[src/rtl/cpu_pkg.sv]
// Shared CPU pipeline types: datapath widths, memory-stage FSM states and the
// MEM/WB bundle consumed by write-back.
package cpu_pkg;

  localparam int DATA_W = 32;
  localparam int REG_W  = 5;

  typedef enum logic [0:0] {
    IDLE   = 1'b0,
    ACCESS = 1'b1
  } mem_state_t;

  typedef struct packed {
    logic              RegWrite;
    logic              MemToReg;
    logic              ret;
    logic [REG_W-1:0]  DestReg;
    logic [DATA_W-1:0] ALU;
    logic [DATA_W-1:0] MemData;
  } memwb_t;

endpackage

[src/rtl/mem_access_stage_memwb_reg.sv]
// MEM/WB pipeline register: async-reset bundle flop; bubble loads an all-zero
// (no-write, no-ret) entry.
module MEMWB_reg
  import cpu_pkg::*;
(
  input  logic   clk,
  input  logic   rst,
  input  memwb_t d,
  input  logic   bubble,
  output memwb_t q
);

  // MEM/WB state: bubble overrides the incoming bundle
  always_ff @(posedge clk or posedge rst) begin
    if (rst) begin
      q <= '0;
    end else if (bubble) begin
      q <= '0;
    end else begin
      q <= d;
    end
  end

endmodule

[src/rtl/mem_access_stage.sv]
// Memory stage: req/ack data-memory transaction for load/store/ret, upstream
// stall, MEM/WB register. Define MEM_TIMEOUT_EN to abort accesses that never ack.
module mem_access_stage #(
  parameter int DATA_W         = cpu_pkg::DATA_W,
  parameter int REG_W          = cpu_pkg::REG_W,
  parameter int TIMEOUT_CYCLES = 16
) (
  input  logic              clk,
  input  logic              rst,
  input  logic              RegWrite_in,
  input  logic              MemWrite_in,
  input  logic              MemRead_in,
  input  logic              MemToReg_in,
  input  logic              MemSrc_in,
  input  logic              ret_in,
  input  logic [REG_W-1:0]  DestReg_in,
  input  logic [DATA_W-1:0] EX_in,
  input  logic [DATA_W-1:0] MemWrite_data_in,
  output logic              mem_req,
  output logic              mem_we,
  output logic              mem_stack,
  output logic [DATA_W-1:0] mem_addr,
  output logic [DATA_W-1:0] mem_wdata,
  input  logic [DATA_W-1:0] mem_rdata,
  input  logic              mem_ack,
  output logic              stall_out,
  output logic              RegWrite_out,
  output logic              MemToReg_out,
  output logic              ret_out,
  output logic [REG_W-1:0]  DestReg_out,
  output logic [DATA_W-1:0] ALU_out,
  output logic [DATA_W-1:0] MemData_out,
  output logic              mem_err_out
);
  import cpu_pkg::*;

  mem_state_t        state_r, state_nxt_s;
  logic [DATA_W-1:0] addr_r, wdata_r;
  logic [REG_W-1:0]  dest_r;
  logic              we_r, stack_r, regwrite_r, memtoreg_r, ret_r;
  logic              mem_op_s, capture_s, bubble_s, stall_s, timeout_s;
  logic              err_r, err_nxt_s;
  memwb_t            wb_s, wb_q_s;

  assign mem_op_s = MemRead_in | MemWrite_in | ret_in;

  // FSM state and one-cycle error pulse
  always_ff @(posedge clk or posedge rst) begin
    if (rst) begin
      state_r <= IDLE;
      err_r   <= 1'b0;
    end else begin
      state_r <= state_nxt_s;
      err_r   <= err_nxt_s;
    end
  end

  // Captured transaction; held unchanged for the whole access
  always_ff @(posedge clk or posedge rst) begin
    if (rst) begin
      addr_r     <= {DATA_W{1'b0}};
      wdata_r    <= {DATA_W{1'b0}};
      dest_r     <= {REG_W{1'b0}};
      we_r       <= 1'b0;
      stack_r    <= 1'b0;
      regwrite_r <= 1'b0;
      memtoreg_r <= 1'b0;
      ret_r      <= 1'b0;
    end else if (capture_s) begin
      addr_r     <= EX_in;
      wdata_r    <= MemWrite_data_in;
      dest_r     <= DestReg_in;
      we_r       <= MemWrite_in;
      stack_r    <= MemSrc_in;
      regwrite_r <= RegWrite_in;
      memtoreg_r <= MemToReg_in;
      ret_r      <= ret_in;
    end
  end

`ifdef MEM_TIMEOUT_EN
  localparam int CNT_W = $clog2(TIMEOUT_CYCLES + 1);
  logic [CNT_W-1:0] cnt_r;

  // ACCESS cycles spent without ack; restarts on every new access
  always_ff @(posedge clk or posedge rst) begin
    if (rst) begin
      cnt_r <= {CNT_W{1'b0}};
    end else if (capture_s) begin
      cnt_r <= {CNT_W{1'b0}};
    end else if ((state_r == ACCESS) && !mem_ack) begin
      cnt_r <= cnt_r + CNT_W'(1);
    end
  end

  assign timeout_s = (state_r == ACCESS) && (cnt_r == CNT_W'(TIMEOUT_CYCLES - 1));
`else
  assign timeout_s = 1'b0;
`endif

  // Next state, stall, capture and the bundle offered to MEM/WB
  always_comb begin
    state_nxt_s = state_r;
    stall_s     = 1'b0;
    capture_s   = 1'b0;
    bubble_s    = 1'b1;
    err_nxt_s   = 1'b0;
    wb_s        = '0;
    case (state_r)
      IDLE: begin
        if (mem_op_s) begin
          state_nxt_s = ACCESS;
          stall_s     = 1'b1;
          capture_s   = 1'b1;
        end else begin
          bubble_s     = 1'b0;
          wb_s.RegWrite = RegWrite_in;
          wb_s.MemToReg = MemToReg_in;
          wb_s.ret      = ret_in;
          wb_s.DestReg  = DestReg_in;
          wb_s.ALU      = EX_in;
          wb_s.MemData  = {DATA_W{1'b0}};
        end
      end
      ACCESS: begin
        wb_s.MemToReg = memtoreg_r;
        wb_s.DestReg  = dest_r;
        wb_s.ALU      = addr_r;
        if (mem_ack) begin
          state_nxt_s   = IDLE;
          bubble_s      = 1'b0;
          wb_s.RegWrite = regwrite_r;
          wb_s.ret      = ret_r;
          wb_s.MemData  = we_r ? {DATA_W{1'b0}} : mem_rdata;
        end else if (timeout_s) begin
          // Abort: pass the op down without any architectural write
          state_nxt_s = IDLE;
          bubble_s    = 1'b0;
          err_nxt_s   = 1'b1;
        end else begin
          stall_s = 1'b1;
        end
      end
      default: begin
        state_nxt_s = IDLE;
      end
    endcase
  end

  MEMWB_reg u_memwb (
    .clk    (clk),
    .rst    (rst),
    .d      (wb_s),
    .bubble (bubble_s),
    .q      (wb_q_s)
  );

  assign mem_req      = (state_r == ACCESS);
  assign mem_we       = we_r;
  assign mem_stack    = stack_r;
  assign mem_addr     = addr_r;
  assign mem_wdata    = wdata_r;
  assign stall_out    = stall_s;
  assign mem_err_out  = err_r;
  assign RegWrite_out = wb_q_s.RegWrite;
  assign MemToReg_out = wb_q_s.MemToReg;
  assign ret_out      = wb_q_s.ret;
  assign DestReg_out  = wb_q_s.DestReg;
  assign ALU_out      = wb_q_s.ALU;
  assign MemData_out  = wb_q_s.MemData;

endmodule

[config.mk]
export PLATFORM = sky130hd
export DESIGN_NAME = mem_access_stage
export DESIGN_NICKNAME = d
export VERILOG_FILES = /design/src/rtl/cpu_pkg.sv /design/src/rtl/mem_access_stage_memwb_reg.sv /design/src/rtl/mem_access_stage.sv
export SDC_FILE = /design/constraint.sdc
export NUM_CORES = 1
export LEC_CHECK = 0
export CAP_MARGIN = 30
export CORE_MARGIN = 8
export CORE_UTILIZATION = 35
export DETAILED_ROUTE_END_ITERATION = 12
export GPL_TIMING_DRIVEN = 0
export PLACE_DENSITY = 0.66
export SLEW_MARGIN = 15
export SYNTH_ARGS = -nofsm -noshare
export SYNTH_HDL_FRONTEND = slang
export SYNTH_SLANG_ARGS = --single-unit
export TNS_END_PERCENT = 10
[constraint.sdc]
create_clock -name clk -period 5.7 [get_ports clk]
set_clock_uncertainty 0.15 [all_clocks]
set_input_delay 0.57 -clock clk [delete_from_list [all_inputs] [get_ports clk]]
set_output_delay 0.57 -clock clk [all_outputs]
set_load 0.05 [all_outputs]
Word-level counts from Yosys, hierarchy flattened

Cells that the tools add are included.

Word-level logic and storage cells: 29
Bits in registers: 147
Bits of input ports: 110

Mux-type cells: 11
Bitwise gates (word level): 3

Operator list:

| cell                                   | number |
|---|---|
| 72-bit 2-to-1 mux                      | 2 |
| 72-bit one-hot mux with 2 select lines | 1 |
| 32-bit 2-to-1 mux                      | 2 |
| 1-bit 2-to-1 mux                       | 5 |
| 1-bit OR                               | 2 |
| 1-bit one-hot mux with 2 select lines  | 1 |
| 1-bit inverter                         | 1 |

Depth between registers and ports, before layout

Depth in word-level cells: 5
Gate-level depth with buffers: 5
Depth with buffers taken out: 2

By module

Synthesis repeated with hierarchy kept, for this count alone.

Cells, all modules: 656
Area, all modules: 7277.0 um^2

Modules (own cells, without submodules):

| module           | area each (um^2) | cells an instance | times used |
|---|---|---|---|
| mem_access_stage | 4931.0           | 503               | 1 |
| MEMWB_reg        | 2346.0           | 153               | 1 |

Worst setup path before layout

Ideal clock, no wire load.

Kind: reg2out
Start: register state_r, in the netlist mem_req
End: output port stall_out
Cell stages (with the launch flop): 5
Arrival: 1.763 ns
Required time: 4.980 ns
Buffers on the path: 2
Path slack: 3.217 ns
Cell sequence: dfrtp_1 > and2_1 > clkbuf_1 > buf_2 > nor2_1

Word-level cells in the longest chain between the ends: 2

RTL lines:

| item                                    | RTL line                | source |
|---|---|---|
| start, declared                         | mem_access_stage.sv:37  | `mem_state_t state_r, state_nxt_s;` |
| start signal, assigned                  | mem_access_stage.sv:53  | `state_r <= state_nxt_s;` |
| 1-bit inverter                          | --                      |  |
| 1-bit one-hot mux with 2 select lines * | mem_access_stage.sv:109 | `case (state_r)` |
| end, declared                           | mem_access_stage.sv:26  | `output logic stall_out,` |

Mark *: on every way between the ends. The rest lies on a longest branch, timed or not.

Worst setup path after layout

Start: input port ret_in
End: output port stall_out

Word-level cells in the longest chain between the ends: 3

RTL lines:

| item                                  | RTL line                | source |
|---|---|---|
| start, declared                       | mem_access_stage.sv:15  | `input logic ret_in,` |
| 1-bit OR                              | mem_access_stage.sv:45  | `assign mem_op_s = MemRead_in \| MemWrite_in \| ret_in;` |
| 1-bit 2-to-1 mux                      | mem_access_stage.sv:111 | `if (mem_op_s) begin` |
| 1-bit one-hot mux with 2 select lines | mem_access_stage.sv:109 |  |

Every way passes these cells.

==> impl_metrics.json <==
{
  "status": "finished clean",
  "avgRoutedWirePerCell_um": 20.1,
  "syn_nets": 689,
  "clk_pin_slew_ns": 0.06,
  "die_h_um": 154,
  "min-delay-path-class": "register to register",
  "fin_ws_ns": 2.30,
  "holdWs_ns": 0.345,
  "period_needed_ns": 3.40,
  "wl_um": 22000,
  "synth_area_per_cell_um2": 11.5,
  "grt-ovfl-total": 0,
  "first_pass_iters": 4,
  "final_cell_area_um2": 10100,
  "crit_slowest_cell": "clkdlybuf4s50_1",
  "critical_path_required_ns": 4.98,
  "grt_max_degree": 87,
  "synth_edf_count": 0,
  "cts_buffers": 17,
  "synth_ff_type": "dfrtp_1",
  "vias_per_cell": 5.06,
  "postCtsSetupRepairBufs": 0,
  "setup_tns_ns": 0,
  "cts_root_buf": "clkbuf_16",
  "grt_pass1_wl_um": 34600,
  "drive_above_1_share_pct": 7.78,
  "hold_viol": 0,
  "die_area_um2": 23700,
  "place.gp.congestion": 0.797,
  "finalCritPeriodShare_pct": 59.6,
  "end_kind": "output port",
  "cp_max_fo": 10,
  "ys_types": 20,
  "instances_no_fill": 1095,
  "cts_resized": 0,
  "rsz0062_at_grt": "no",
  "antenna_found_initial": 0,
  "htreeDepth": 4,
  "slew_headroom_pct": 57.2,
  "yosys_warnings": 0,
  "p_leak_nw": 4.17,
  "cts_tree": "yes",
  "io_pins": 251,
  "drt_iter0_markers": 236,
  "placed_cell_area_um2": 9480,
  "clock_path_buffers": 2,
  "crit_arrival_ns": 2.68,
  "ctsHoldBuffers": 0,
  "cap_violations": 0,
  "crit_family": "buffers and inverters",
  "cp_common_cell": "clkdlybuf4s50_1",
  "antenna_cells": 0,
  "vdd_drop_max_uv": 198,
  "ys_ff_latch": 147,
  "tightest_slew_ns": 0.640,
  "clk_latency_ns": 0.42,
  "critPathBufInv": 3,
  "first_global_vias": 5795,
  "crit_path_max_incr_delay_ns": 0.75,
  "area.growth.synth_to_final_pct": 51.3,
  "post-route-util_pct": 53.9,
  "powerDensity_nw_per_um2": 365,
  "synthCells": 579,
  "finalSetupViolCount": 0,
  "cts.sinks": 147,
  "netlist_area_um2": 6660,
  "multiInputGateArea_um2": 2610,
  "drtAntennaViolNets": 0,
  "coreArea_um2": 18700,
  "dp.cells": 1063,
  "ff_latch_area_um2": 3680,
  "io_buffers": 249,
  "grt_util_all_layers_pct": 18.5,
  "final_nets": 958,
  "fmax_mhz": 294,
  "vias": 5536,
  "finalPower_mw": 3.68,
  "start_util_pct": 35.6,
  "route.detailed.drc": 0,
  "chipWidth_um": 154,
  "num-fill-cells": 1655,
  "path_cells": "clkdlybuf4s50_1 > nor4_2 > buf_2 > nor2_1 > clkdlybuf4s50_1",
  "hpwl_um": 16000,
  "slew_violations": 0,
  "critPathKind": "primary input to output port",
  "worstSetupStartpointType": "primary input",
  "rows": 50,
  "synth-async-reset-ratio_pct": 100,
  "ys_seq_area_share_pct": 55.2,
  "post-place-ws_ns": 2.23
}
==> synth_stat cells, drive strengths merged, types with 2 or more instances <==
cell	count	share of area (%)
and2	33	3.1
clkbuf	30	1.7
dfrtp	147	55
or4b	72	11
a21o	2	0.23
nand2	72	4.1
mux2	2	0.34
o211ai	72	8.1
nand2b	72	6.8
buf	31	3.9
a22o	39	5.1
==> layer usage <==
| layer | wire (µm) | up-vias | track usage (%) |
|---|---|---|---|
| met3 | 1410 | 19 | 5.16 |
| met2 | 10100 | 210 | 29.5 |
| met4 | 217 | 0 | 4.76 |
| li1 | - | 2632 | - |
| met1 | 10200 | 2675 | 24.4 |
| met5 | 0 | - | 0 |
==> worst reg2reg max path, delay by kind of cell (launching register included) <==
family / cells / cell delay, ns
DFF: 1 / 0.47
buffers and inverters: 1 / 0.47
and+or+nand+nor: 1 / 0.46
AOI/OAI and AO/OA: 1 / 0.24
==> final timing paths <==
check / start / end / slack [ns] / cells past startpoint
min in group asynchronous: rst / u_memwb.q[58] / 0.50 / 2
max: ret_in / stall_out / 2.30 / 5
max reg2reg: mem_req / u_memwb.q[57] / 3.85 / 3
min: ret_r / ret_r / 0.34 / 1
min reg2reg: ret_r / ret_r / 0.34 / 1
max in group asynchronous: rst / mem_wdata[22] / 4.16 / 3
==> cells in the final DEF (no fill, tap or decap), types with 3 or more instances in the layout <==
cell type        count
and2_1              33
buf_6               13
nand2_1             72
dfrtp_1            147
nand2b_1            72
buf_4                8
a22o_1              39
clkbuf_16           17
clkbuf_1            31
or4b_1              72
inv_8                3
clkinvlp_4           3
inv_6                5
buf_2               10
o211ai_1            72
clkdlybuf4s50_1    249
==> sequential cells by signal, summed over array words and instances, names as in the netlist <==
name        cells
u_memwb.q      72
mem_addr       32
mem_wdata      32
dest_r          5
mem_req         1
mem_stack       1
mem_we          1
memtoreg_r      1
regwrite_r      1
ret_r           1
==> power by group <==
group	total [mW]	internal (mW)	leakage, nW	switching (mW)
clock	1.15	0.659	0.282	0.493
combinational	1.22	0.450	2.01	0.769
sequential	1.30	1.19	1.87	0.112
total	3.68	2.30	4.17	1.37
==> area by class of cell <==
class	instances	share of cell area, %
Sequential cell	147	36.5
Tap cell	234	2.91
Timing Repair Buffer	250	25.0
Inverter	1	0.112
Clock buffer	18	4.26
Buffer	61	3.66
Multi-Input combinational cell	370	25.9
Clock inverter	14	1.65
==> kinds of logic after synthesis <==
family,synth area share [%]
mux,0.338
other cells,0.0563
simple gates,25.3
buf+inv,5.60
flops,55.2
compound gates,13.5
(Power assumes the default switching activity.)
==> edit 1, RTL diff (same settings) <==
`DATA_W`: 32 -> 36.
--- a/src/rtl/cpu_pkg.sv
+++ b/src/rtl/cpu_pkg.sv
@@ -2,7 +2,7 @@
 // MEM/WB bundle consumed by write-back.
 package cpu_pkg;
 
-  localparam int DATA_W = 32;
+  localparam int DATA_W = 36;
   localparam int REG_W  = 5;
 
   typedef enum logic [0:0] {
Ports: changed (7 resized); port bits go from 251 to 279. The function was not compared with the original's and may differ.
==> edit 1 against the unedited design <==
Highest routed layer is now met5. Area after synthesis rose by 17%. Worst setup slack got worse by 140 ps. Largest power group unchanged. Critical path depth did not move. Register-to-register slack got worse by 190 ps. Final area rose by 14%. Total power rose by 11%. Wire length rose by 12%. Sequential cell count rose by 16. Synthesized cell count rose by 11%. First-iteration DRC count fell by 4.2%. Critical endpoint unchanged. Sequential power rose by 11%. Via count rose by 11%.
==> edit 1: results (changes against the unedited design) <==
| Metric | Value |
|---|---|
| Status | `completed` |
| Leakage power | `4.97 nW (+19%)` |
| Pin count of the biggest net entering global routing | `98 (+13%)` |
| Met2 wire len | `11.5 mm (+14%)` |
| Standard-cell rows | `54 (+8.0%)` |
| Hold_ws | `350 ps (+5.50 ps)` |
| Netlist cell types | `21 (+5.0%)` |
| Total clock sinks | `163 (+11%)` |
| Syn Nets | `763 (+11%)` |
| Grt met3 use | `5.88% (+0.73 points)` |
| Final cell area excluding filler cells | `11500 um^2 (+14%)` |
| P_int | `2.55 mW (+11%)` |
| Synth cell count leaders | `dfrtp_1, nand2_1, nand2b_1, o211ai_2, or4b_1` |
| DP Wirelength | `17.6 mm (+10%)` |
| Max_slew headroom | `45.9% (-11 points)` |
| FILL cells | `1944 (+17%)` |
| Post-placement setup slack | `2120 ps (-106 ps)` |
| GRT met1 Usage | `24.1% (-0.34 points)` |
| Placed Area | `10900 um^2 (+15%)` |
| Sequential share of cell area | `35.4% (-1.1 points)` |
| Fraction of layout cells with a size suffix above 1 | `16.4% (+8.6 points)` |
| Dominant cells by area after synthesis | `dfrtp_1, o211ai_2, or4b_1` |
| Met3 routed WL | `2.04 mm (+45%)` |
| Via-to-Cell Ratio | `5.00 (-1.2%)` |
| NumNets Final | `1059 (+11%)` |
| Clock-cell share | `5.38% (-0.53 points)` |
| Port bufs | `276 (+11%)` |
| Via count | `6145 (+11%)` |
| Multi-In Gates | `410 (+11%)` |
| Total GRT Usage | `18.1% (-0.39 points)` |
| Multi-input gate area | `3310 um^2 (+27%)` |
| Sequential fraction of the synthesis area | `52.6% (-2.7 points)` |
| Worst EP arrival | `2820 ps (+140 ps)` |
| Bufs w/o clock | `344 (+11%)` |
| First DRT Iteration DRCs | `226 (-4.2%)` |
| Mapped Cells | `641 (+11%)` |
| M1 wire length | `10.9 mm (+6.3%)` |
| Vias in the first global route | `6505 (+12%)` |
| Routability congestion estimate | `0.767 (-3.8%)` |
| Max reg flops | `80 (+11%)` |
| GR Util met2 | `28.4% (-1.1 points)` |
| Total wire length | `24.6 mm (+12%)` |
| R2R Path End | `dest_r[1]$_DFFE_PP0P_` |
==> edit 1: cell types whose count changed after synthesis, moves of 6 or more <==
cell	unedited run	this run
buf_4	8	2
or4b_1	72	80
o211ai_1	72	0
dfrtp_1	147	163
nand2b_1	72	80
buf_2	10	26
o211ai_2	0	80
nand2_1	72	80
==> edit 1: logic make-up after synthesis <==
family                 count (synthesis)  share of synthesized area [%]
other                                  1                         0.0483
buffers and inverters                 68                           4.79
multiplexers                           2                          0.290
AO/OA/AOI/OAI                        125                           17.9
AND/OR/NAND/NOR                      282                           24.4
flip-flops                           163                           52.6
==> edit 1: power by group through the flow <==
stage / sequential (mW) / clock [mW] / combinational [mW]
after CTS: 1.44 / 1.26 / 1.43
after global placement: 1.46 / 0 / 1.41
after floorplan: 1.99 / 0 / 0.351
after detailed placement: 1.46 / 0 / 1.43
final: 1.44 / 1.24 / 1.41
after global routing: 1.46 / 1.31 / 1.48
==> edit 2, RTL diff (same settings) <==
Made on the original files. Add a define of `MEM_TIMEOUT_EN`.
--- a/src/rtl/mem_access_stage.sv
+++ b/src/rtl/mem_access_stage.sv
@@ -1,5 +1,7 @@
 // Memory stage: req/ack data-memory transaction for load/store/ret, upstream
 // stall, MEM/WB register. Define MEM_TIMEOUT_EN to abort accesses that never ack.
+`define MEM_TIMEOUT_EN
+
 module mem_access_stage #(
   parameter int DATA_W         = cpu_pkg::DATA_W,
   parameter int REG_W          = cpu_pkg::REG_W,
Check against the original RTL: same outputs for any inputs over 4 cycles, from zero or initial values and one cycle with rst high; that may be too few to reach the edited logic, so the function may still have changed.
==> edit 2 against the unedited design <==
Sequential cell count increased by 6. Synthesized cell count decreased by 33%. Critical endpoint unchanged. Area after synthesis shrank 11%. Non-clock buffer count fell by 39. Worst setup slack worse by 150 ps. Wire length decreased by 26%. Final area decreased by 7.6%. Critical path type is now reg -> out. Highest routed layer unchanged.
Power is not compared: it rests on default switching activity, and its combinational part moved more than twofold at a synthesized area within 25%.
==> edit 2: results (changes against the unedited design) <==
| Metric | Value |
|---|---|
| Status | `completed` |
| Dominant cells by area after synthesis | `dfrtp_1, mux2_4, mux2i_1` |
| Adder-cell share of the synthesized area | `0.422% (+0.42 points)` |
| Worst-path maximum fanout | `11 (+1)` |
| FILL cells | `1373 (-17%)` |
| Worst EP arrival | `2830 ps (+150 ps)` |
| First-pass GRT wire length | `26.3 mm (-24%)` |
| Hold_ws | `357 ps (+12.1 ps)` |
| First DRT Iteration DRCs | `97 (-59%)` |
| Syn Nets | `501 (-27%)` |
| Hold Path Sink | `mem_wdata[27]$_DFFE_PP0P_` |
| Fraction of layout cells with a size suffix above 1 | `19.1% (+11 points)` |
| Post-placement setup slack | `2330 ps (+103 ps)` |
| Post-synthesis mux area share | `23.5% (+23 points)` |
| Synth cell count leaders | `dfrtp_1, mux2_4, nor2_1, mux2i_1, and2_1` |
| Placed Area | `8730 um^2 (-7.9%)` |
| DP Wirelength | `12.2 mm (-24%)` |
| Setup ws final | `2150 ps (-152 ps)` |
| Layout Cells excl Fill | `891 (-19%)` |
| Sequential fraction of the synthesis area | `64.6% (+9.3 points)` |
| Routability congestion estimate | `0.751 (-5.8%)` |
| Max_slew headroom | `41.9% (-15 points)` |
| Via-to-Cell Ratio | `4.50 (-11%)` |
| Total GRT Usage | `15.5% (-3.0 points)` |
| Pin count of the biggest net entering global routing | `83 (-4.6%)` |
| Worst reg2reg path depth | `7 (+4)` |
| NumNets Final | `770 (-20%)` |
| Avg Cell Area, Syn | `15.2 um^2 (+33%)` |
| XOR/XNOR Fraction of Synth Area | `0.295% (+0.30 points)` |
| Synth Area in Compound Gates | `1.14% (-12 points)` |
| Worst Setup SP | `cnt_r[0]$_DFFE_PP0P_` |
| Total wire length | `16.2 mm (-26%)` |
| Netlist cell types | `28 (+40%)` |
[edit 2: changes by cell type after synthesis, sizes merged, moves of 6 or more]
cell and change:
o211ai -72, buf -13, nor2 +41, mux2i +38
nand2b -71, dfrtp +6, a22o -36, or4b -72
clkbuf -26, nand2 -70, mux2 +72
[edit 2: area by class of cell]
type	instances	area (um^2)	share of cell area (%)
inverters	4	22.5	0.242
clock buffers	18	429	4.61
repair buffers	250	2520	27.1
flip-flops and latches	153	3830	41.1
well taps	220	275	2.96
multi-input cells	210	1930	20.7
plain buffers	22	156	1.68
clock inverters	14	146	1.57
[edit 2: critical path, cell delays in order, from the launching register on]
cell	delay, ps
dfrtp_1	420
ha_1	220
and3_1	190
ha_1	190
o22ai_1	230
buf_2	310
clkdlybuf4s50_1	860
[edit 2: layer usage]
layer	vias to the layer above	routed length, um	global-route usage (%)
met5	-	0	0
met3	14	1550	6.83
li1	1847	-	-
met4	0	216	5.15
met2	169	8030	25.8
met1	1981	6420	17.6
